## src/rtl/vs_dma_pkg.sv

```systemverilog
// Shared types and helpers for the video stream DMA multi-buffer controllers.
// Holds the controller state encoding, the buffer-index width and ring index arithmetic.
package vs_dma_pkg;

    localparam int BUFN_W = 8;

    typedef enum logic [1:0] {
        IDLE    = 2'd0,
        WAIT_VS = 2'd1,
        WRITING = 2'd2
    } vs_state_e;

    // Ring advance without a divider; values at or past the last slot wrap to 0.
    function automatic logic [BUFN_W-1:0] next_bufn(
        input logic [BUFN_W-1:0] cur,
        input logic [BUFN_W-1:0] last
    );
        return (cur >= last) ? '0 : cur + 1'b1;
    endfunction

endpackage

```

## src/rtl/vs_edge_det.sv

```systemverilog
// Active-edge detector for a synchronous level; POL selects which level counts as active.
// The rise output is combinational against the one-cycle-delayed normalised level.
module vs_edge_det #(
    parameter logic POL = 1'b1
) (
    input  logic clk,
    input  logic rst_n,
    input  logic sig_i,
    output logic rise_o
);

    logic lvl;
    logic lvl_p0;

    assign lvl = sig_i ^ ~POL;

    // Stage p0: previous normalised level, cleared to inactive.
    always_ff @(posedge clk or negedge rst_n) begin
        if (!rst_n) begin
            lvl_p0 <= 1'b0;
        end else begin
            lvl_p0 <= lvl;
        end
    end

    assign rise_o = lvl & ~lvl_p0;

endmodule

```

## src/rtl/vs_wbuf_ctrl.sv

```systemverilog
// Write-side frame-buffer index controller: picks the buffer the write DMA fills and
// publishes the last completed buffer to the read side, flagging overrun frame starts.
module vs_wbuf_ctrl
    import vs_dma_pkg::*;
#(
    parameter int BUF_LENTH   = 3,
    parameter int VS_POL      = 1,
    parameter int FRAME_CNT_W = 16
) (
    input  logic                   clk,
    input  logic                   rst_n,
    input  logic                   enable_i,
    input  logic                   vs_i,
    input  logic                   frame_done_i,
    output logic [BUFN_W-1:0]      wr_bufn_o,
    output logic [BUFN_W-1:0]      rd_bufn_o,
    output logic                   rd_valid_o,
    output logic                   frame_start_o,
    output logic                   drop_o,
    output logic                   busy_o,
    output logic [FRAME_CNT_W-1:0] frame_cnt_o
);

    localparam logic [1:0] ST_IDLE    = 2'(IDLE);
    localparam logic [1:0] ST_WAIT_VS = 2'(WAIT_VS);
    localparam logic [1:0] ST_WRITING = 2'(WRITING);

    localparam logic [BUFN_W-1:0] LAST_BUFN = BUFN_W'(BUF_LENTH - 1);

    logic [1:0] state_q;
    logic       vs_rise;

    vs_edge_det #(
        .POL (VS_POL != 0)
    ) u_vs_edge (
        .clk    (clk),
        .rst_n  (rst_n),
        .sig_i  (vs_i),
        .rise_o (vs_rise)
    );

    // Completion always lands before a coincident frame start, so the new frame
    // is accepted into the already advanced index.
    always_ff @(posedge clk or negedge rst_n) begin
        if (!rst_n) begin
            state_q       <= ST_IDLE;
            wr_bufn_o     <= '0;
            rd_bufn_o     <= LAST_BUFN;
            rd_valid_o    <= 1'b0;
            frame_start_o <= 1'b0;
            drop_o        <= 1'b0;
            frame_cnt_o   <= '0;
        end else begin
            frame_start_o <= 1'b0;
            drop_o        <= 1'b0;
            case (state_q)
                ST_IDLE: begin
                    if (enable_i) begin
                        state_q <= ST_WAIT_VS;
                    end
                end
                ST_WAIT_VS: begin
                    if (!enable_i) begin
                        state_q <= ST_IDLE;
                    end else if (vs_rise) begin
                        state_q       <= ST_WRITING;
                        frame_start_o <= 1'b1;
                    end
                end
                ST_WRITING: begin
                    if (frame_done_i) begin
                        rd_bufn_o   <= wr_bufn_o;
                        wr_bufn_o   <= next_bufn(wr_bufn_o, LAST_BUFN);
                        rd_valid_o  <= 1'b1;
                        frame_cnt_o <= frame_cnt_o + 1'b1;
                        if (vs_rise) begin
                            frame_start_o <= 1'b1;
                        end else begin
                            state_q <= ST_WAIT_VS;
                        end
                    end else if (vs_rise) begin
                        // Overrun: restart into the same buffer.
                        drop_o        <= 1'b1;
                        frame_start_o <= 1'b1;
                    end
                end
                default: begin
                    state_q <= ST_IDLE;
                end
            endcase
        end
    end

    assign busy_o = (state_q == ST_WRITING);

    a_wr_range: assert property (@(posedge clk) disable iff (!rst_n)
        wr_bufn_o <= LAST_BUFN);

    a_rd_range: assert property (@(posedge clk) disable iff (!rst_n)
        rd_bufn_o <= LAST_BUFN);

    a_ring_order: assert property (@(posedge clk) disable iff (!rst_n)
        rd_valid_o |-> (rd_bufn_o == ((wr_bufn_o == '0) ? LAST_BUFN : wr_bufn_o - 1'b1)));

    a_wr_stable: assert property (@(posedge clk) disable iff (!rst_n)
        (state_q == ST_WRITING && !frame_done_i) |=> $stable(wr_bufn_o));

    a_drop_with_start: assert property (@(posedge clk) disable iff (!rst_n)
        drop_o |-> frame_start_o);

endmodule

```

## config.mk

```make
export PLATFORM = sky130hd
export DESIGN_NAME = vs_wbuf_ctrl
export DESIGN_NICKNAME = d
export VERILOG_FILES = /design/src/rtl/vs_dma_pkg.sv /design/src/rtl/vs_edge_det.sv /design/src/rtl/vs_wbuf_ctrl.sv
export SDC_FILE = /design/constraint.sdc
export NUM_CORES = 1
export LEC_CHECK = 0
export CAP_MARGIN = 20
export CORE_MARGIN = 2
export CORE_UTILIZATION = 44
export DETAILED_ROUTE_END_ITERATION = 16
export PLACE_DENSITY = 0.72
export RECOVER_POWER = 100
export SYNTH_ARGS = -nofsm -noshare
export SYNTH_HDL_FRONTEND = slang
export SYNTH_SLANG_ARGS = --single-unit
```

## constraint.sdc

```tcl
create_clock -name clk -period 1.5 [get_ports clk]
set_clock_uncertainty 0.05 [all_clocks]
set_input_delay 0.3 -clock clk [delete_from_list [all_inputs] [get_ports clk]]
set_output_delay 0.3 -clock clk [all_outputs]
set_load 0.05 [all_outputs]
```

* Yosys cells after proc, flatten, opt, wreduce, memory -nomap -nowiden
Index checks and enable logic that the tools add are counted.
Storage, ports and cells: flip-flop bits (word level) 38, bits in latches 0, RAM bits 0, ROM bits 0, bits of input ports 5, output and inout bits 36, logic and storage cells 34, memories 0
Cells by class: $add $sub $neg 2, multipliers 0, div/mod/pow operators 0, magnitude comparators 1, equality and inequality tests 6, shifts and indexed selects 0, multiplexer cells 12, bitwise logic cells 2, reduce and logical (&&, ||, !) cells 3
Operators by type and width (number):
- 16-bit by 1-bit adder with 16-bit output (second input constant) | 1
- 2-bit two-way mux | 5
- 8-bit by 1-bit adder with 8-bit output (second input constant) | 1
- 8-bit by 2-bit greater-or-equal comparator with 1-bit output (second input constant) | 1
- 8-bit two-way mux | 1
- 2-bit != test (second input constant) | 3
- 2-bit one-hot mux with 3 select lines | 1
- 1-bit two-way mux | 4
- 4-bit AND reduction | 1
- 3-bit by 2-bit != test with 1-bit output (second input constant) | 1
- 2-bit by 1-bit equality test with 1-bit output (second input constant) | 1
- 2-bit equality test (second input constant) | 1
- 2-bit zero test | 1
- 1-bit one-hot mux with 2 select lines | 1
- 2-bit AND reduction | 1
- 1-bit AND | 1
- 1-bit inverter | 1

* Logic depth before layout (Yosys ltp)
depth in word-level cells 5, depth in mapped cells 7, gate-level depth less buffers 6

* Modules after synthesis
A second synthesis with hierarchy kept.
Second synthesis, totals: cells, all modules 142, area, all modules 1700.4 sq um
Modules (own cells, without submodules):
- vs_wbuf_ctrl | instances 1, cells each 140, area an instance 1661.6 sq um
- vs_edge_det | instances 1, cells each 2, area an instance 38.8 sq um

* Worst setup path after synthesis
No wires, ideal clock.
path type reg-to-reg, start reg state_q[0], end reg frame_cnt_o[14], setup time 0.141 ns, data arrival time 1.925 ns, path slack -0.616 ns, stages on the path, launching flop included 7, buffers on the path 0, cell sequence dfrtp_1 > inv_1 > ha_1 > nand2_2 > nor4_4 > nand3_1 > xnor2_1
Between the ends: word-level cells in the longest chain between the ends 2
RTL lines:
- start, declared | line vs_wbuf_ctrl.sv:30 | logic [1:0] state_q;
- start signal, assigned | line vs_wbuf_ctrl.sv:46 | state_q <= ST_IDLE;
- start signal, assigned | line vs_wbuf_ctrl.sv:59 | state_q <= ST_WAIT_VS;
- start signal, assigned | line vs_wbuf_ctrl.sv:64 | state_q <= ST_IDLE;
- 2-bit equality test
- named net busy_o | line vs_wbuf_ctrl.sv:20 | output logic busy_o,
- 2-bit AND reduction (no source line)
- end signal, assigned | line vs_wbuf_ctrl.sv:75 | frame_cnt_o <= frame_cnt_o + 1'b1;
- end, declared | line vs_wbuf_ctrl.sv:21 | output logic [FRAME_CNT_W-1:0] frame_cnt_o
The timed path passes the listed nets, and every way through them passes these cells. A chain may end at the register's enable or synchronous reset.

* Worst setup path in the final report
start reg state_q[0], end reg frame_cnt_o[9]
Between the ends: word-level cells in the longest chain between the ends 2
RTL lines:
- 2-bit equality test | line vs_wbuf_ctrl.sv:56 | case (state_q)
- 2-bit AND reduction (no source line)
Every way passes these cells.

==> results list <==
- Top cells by instance count after synthesis: sky130_fd_sc_hd__dfrtp_1, sky130_fd_sc_hd__nand2_1, sky130_fd_sc_hd__xnor2_1
* Leakage dissipation: 1.374 nW
- The number of nets handed over by synthesis was 166.
* Final RePlAce weighted congestion: 0.7709
* Post-detailed-route via-to-cell ratio: 5.338
- Maximum buffer depth of the clock tree: 2
* Signal arrival time at the worst endpoint: 1860 ps
* Rel. slew slack: 72.34%
* Standard-cell rows: 22
* Proportion of register bits with asynchronous set or reset after synthesis: 100.0%
- Final count of pins violating max slew: 0
- Placed cells: 257
- VDD IR-drop max: 0.9866 mV
- Count of buffers inserted at the top-level ports: 40
- For this run, the register share of the synthesized area comes to 57.00%.
- A synthesized cell averages 10.85 sq um.
* Final hold vios: 0
- The net count of the finished layout is 241.
- Element type at the critical path end: register
* Max stage delay on crit path: 390 ps
- Critical Path, Cell by Cell: inv_2 -> ha_4 -> buf_6 -> nand4_1 -> buf_4 -> nor2_4 -> buf_4 -> nand3_2 -> xnor2_1
- After routing, the total negative slack on setup checks comes to -1795 ps.
* Final HPWL DP: 3362 um
* Antenna Nets Post-Route: 0
- End-of-flow core utilization: 79.26%
* Data required time of the critical path: 1640 ps
* DR DRC count: 0
- Power per standard cell area: 1474 mW/mm^2
- The most used flip-flop cell after synthesis is sky130_fd_sc_hd__dfrtp_1.
- Yosys synthesis warning count: 0
- FF-to-FF End: frame_cnt_o[9]$_DFFE_PN0P_
- The worst register-to-register path begins at state_q[0]$_DFFE_PN0P_.
* CTS Buf Count: 5
- Class of the tightest hold or removal check: in -> async
- Setup repair after global routing could not meet its margin everywhere.
- Average detailed-routed wire length per instance: 17.86 um
* Die Width: 65.62 um
- Clock root buffer: sky130_fd_sc_hd__clkbuf_8
- Y dimension of the die: 65.62 um
- Sorting the synthesized cells by area gives the leading types as sky130_fd_sc_hd__dfrtp_1, sky130_fd_sc_hd__nand2_1, sky130_fd_sc_hd__xnor2_1, sky130_fd_sc_hd__ha_1, sky130_fd_sc_hd__xor2_1.
- At the pin with the least slew margin, the transition time is 414.9 ps.
- Cell with the biggest individual delay on the critical path: sky130_fd_sc_hd__dfrtp_1
- Starting density of the core: 45.63%
* Layout filler cell count: 188
- The synthesized design contains 38 register bits.
- Of the available clock period, the critical path in the final layout requires 114.9%.
- After synthesis the cells add up to 0.001670 sq mm.
- Fmax: 580.2 MHz
* Nature of the critical path startpoint: register
- The completed layout was analyzed and its total power is 4.277 mW.
- Category of the most critical setup path: reg -> reg
- The synthesized design contains 0 enable-type register cells.
- The final layout contains routed wiring with a total length of 4966 um.
- Total of max-cap violations: 0
- The multi-input combinational cells in the finished layout cover a total of 852.1 sq um.
* Cell count after synthesis: 154
- In this run the register-to-register setup slack is -220 ps.
* Outcome: complete, but fails checks
- Count of final setup violators: 18
- The tree built by TritonCTS fans out to 38 sinks.
- Clock tree from TritonCTS: done
- After global routing the overflow that remains totals 0.
* Ant. Diodes: 0
- Yosys top cell area share: 55.43%
* Initial antenna violation count: 0
- Once layout is complete, the cells apart from fillers number 278.
- The synthesized design spends more area on one cell type than any other, namely sky130_fd_sc_hd__dfrtp_1.
* CORE AREA: 0.003661 sq mm
- Violations in the final reports: setup timing
- The first global-routing pass estimated 7983 um of wire.
- Number of vias in the routed layout: 1484
- The most numerous cell type found on the critical path is sky130_fd_sc_hd__buf_4.
- After layout, the worst setup slack is -223.5 ps.
* H-tree depth: 2
- Area taken by flip-flops and latches: 967.2 sq um
* I/O pin cnt: 41
* Area Overhead vs Synth: 73.71%
- The later pin in the worst-skew pair is clocked with a latency of 300 ps.
- Count of routing violations after the opening detailed-route iteration: 96
* Total global routing track utilization: 25.31%
* Worst reg2reg path depth: 9
* Hold slack final: 420.6 ps
- Number of global-route vias before repair: 1583
* Fraction of layout instances using a drive strength above 1: 50.00%
- Number of library cell types mapped by synthesis: 32
- Area of the die: 0.004305 sq mm
- In this run the worst path has a maximum fanout of 3.
- Router iterations before antenna repair: 4
- Clk pin slew, worst setup/hold paths: 70 ps
* Largest net degree at the start of global routing: 22
- Clock period minus final worst setup slack: 1724 ps
[cells in the final DEF (no fill, tap or decap), drive strengths merged]
cell           instances
nor3b                  2
nor4                   4
o21bai                 1
a21oi                  3
or2                    1
a41oi                  2
and4                   2
dfstp                  1
a31oi                  2
clkdlybuf4s50          2
and2                   1
nor2                   8
xnor2                 11
xor2                   4
nand2b                 2
inv                    5
dlygate4sd3            2
buf                   56
a221oi                 1
clkinv                 1
mux2i                  2
clkbuf                18
dfrtp                 37
o31ai                  1
nand4                  5
and3                   3
ha                     7
nand3b                 1
nand2                 38
o21ai                  3
nand3                  4
[layout make-up]
cell class | count | area share [%]
Clock buffer | 7 | 2.975
Clock inverter | 1 | 0.1725
Inverter | 5 | 0.6468
Multi-Input combinational cell | 108 | 29.37
Sequential cell | 38 | 33.33
Tap cell | 48 | 2.070
Timing Repair Buffer | 71 | 31.44
[what timing repair did]
item	4_1_cts	5_1_grt
setup buffers	6	5
gates resized for setup	11	14
hold buffers	1	0
cloned	0	1
setup endpoints to repair	9	29
endpoints found under the hold margin	16	0
pin swaps	5	9
[how the worst max path moves through the flow]
stage,start,end,slack (ps)
detailed placement,frame_done_i,frame_cnt_o[7]$_DFFE_PN0P_,-370
finish,state_q[0]$_DFFE_PN0P_,frame_cnt_o[9]$_DFFE_PN0P_,-220
global placement,frame_done_i,frame_cnt_o[15]$_DFFE_PN0P_,-290
floorplan,state_q[0]$_DFFE_PN0P_,frame_cnt_o[15]$_DFFE_PN0P_,-100
CTS,state_q[1]$_DFFE_PN0P_,busy_o,-140
global route,state_q[0]$_DFFE_PN0P_,frame_cnt_o[7]$_DFFE_PN0P_,-310
[through the flow]
step | cell area, sq um | setup WS, ps
floorplan | 1769 | -102.3
global placement | 2713 | -294.7
detailed placement | 2713 | -373.4
CTS | 2905 | -135.7
global route | 2902 | -306.4
finish | 2902 | -223.5
[state kept, by name, indices dropped and copies added (netlist names)]
name	cells
drop_o	1
state_q	2
u_vs_edge.lvl_p0	1
rd_valid_o	1
frame_cnt_o	16
wr_bufn_o	8
rd_bufn_o	8
frame_start_o	1
[worst max-delay path: cells and delay by family (launching register included)]
kind / cells / cell delay (ps)
buffers and inverters: 4 / 530
flip-flops: 1 / 390
AND/OR/NAND/NOR: 3 / 380
adder cells (fa/ha/maj): 1 / 140
XOR/XNOR: 1 / 130
[per-layer routing]
layer	wire length (um)	track usage, %	up-vias	part of all wire (%)
met5	0	0	-	0
met4	167	13.28	0	3.4
met3	188	5.651	16	3.8
met2	2741	43.88	51	55
met1	1868	29.10	746	38
li1	-	-	671	-
[kinds of logic after synthesis]
logic type	share of synthesized area, %
AND/OR/NAND/NOR	21.72
flip-flops	57.00
XOR/XNOR	7.865
AO/OA/AOI/OAI	5.019
buffers and inverters	1.947
adder cells (fa/ha/maj)	5.243
multiplexers	1.199
[power by group]
part | total [mW] | internal [mW] | switching (mW)
Clock | 0.734 | 0.371 | 0.363
Sequential | 1.41 | 1.20 | 0.209
Combinational | 2.13 | 1.01 | 1.12
(Power assumes the default switching activity.)
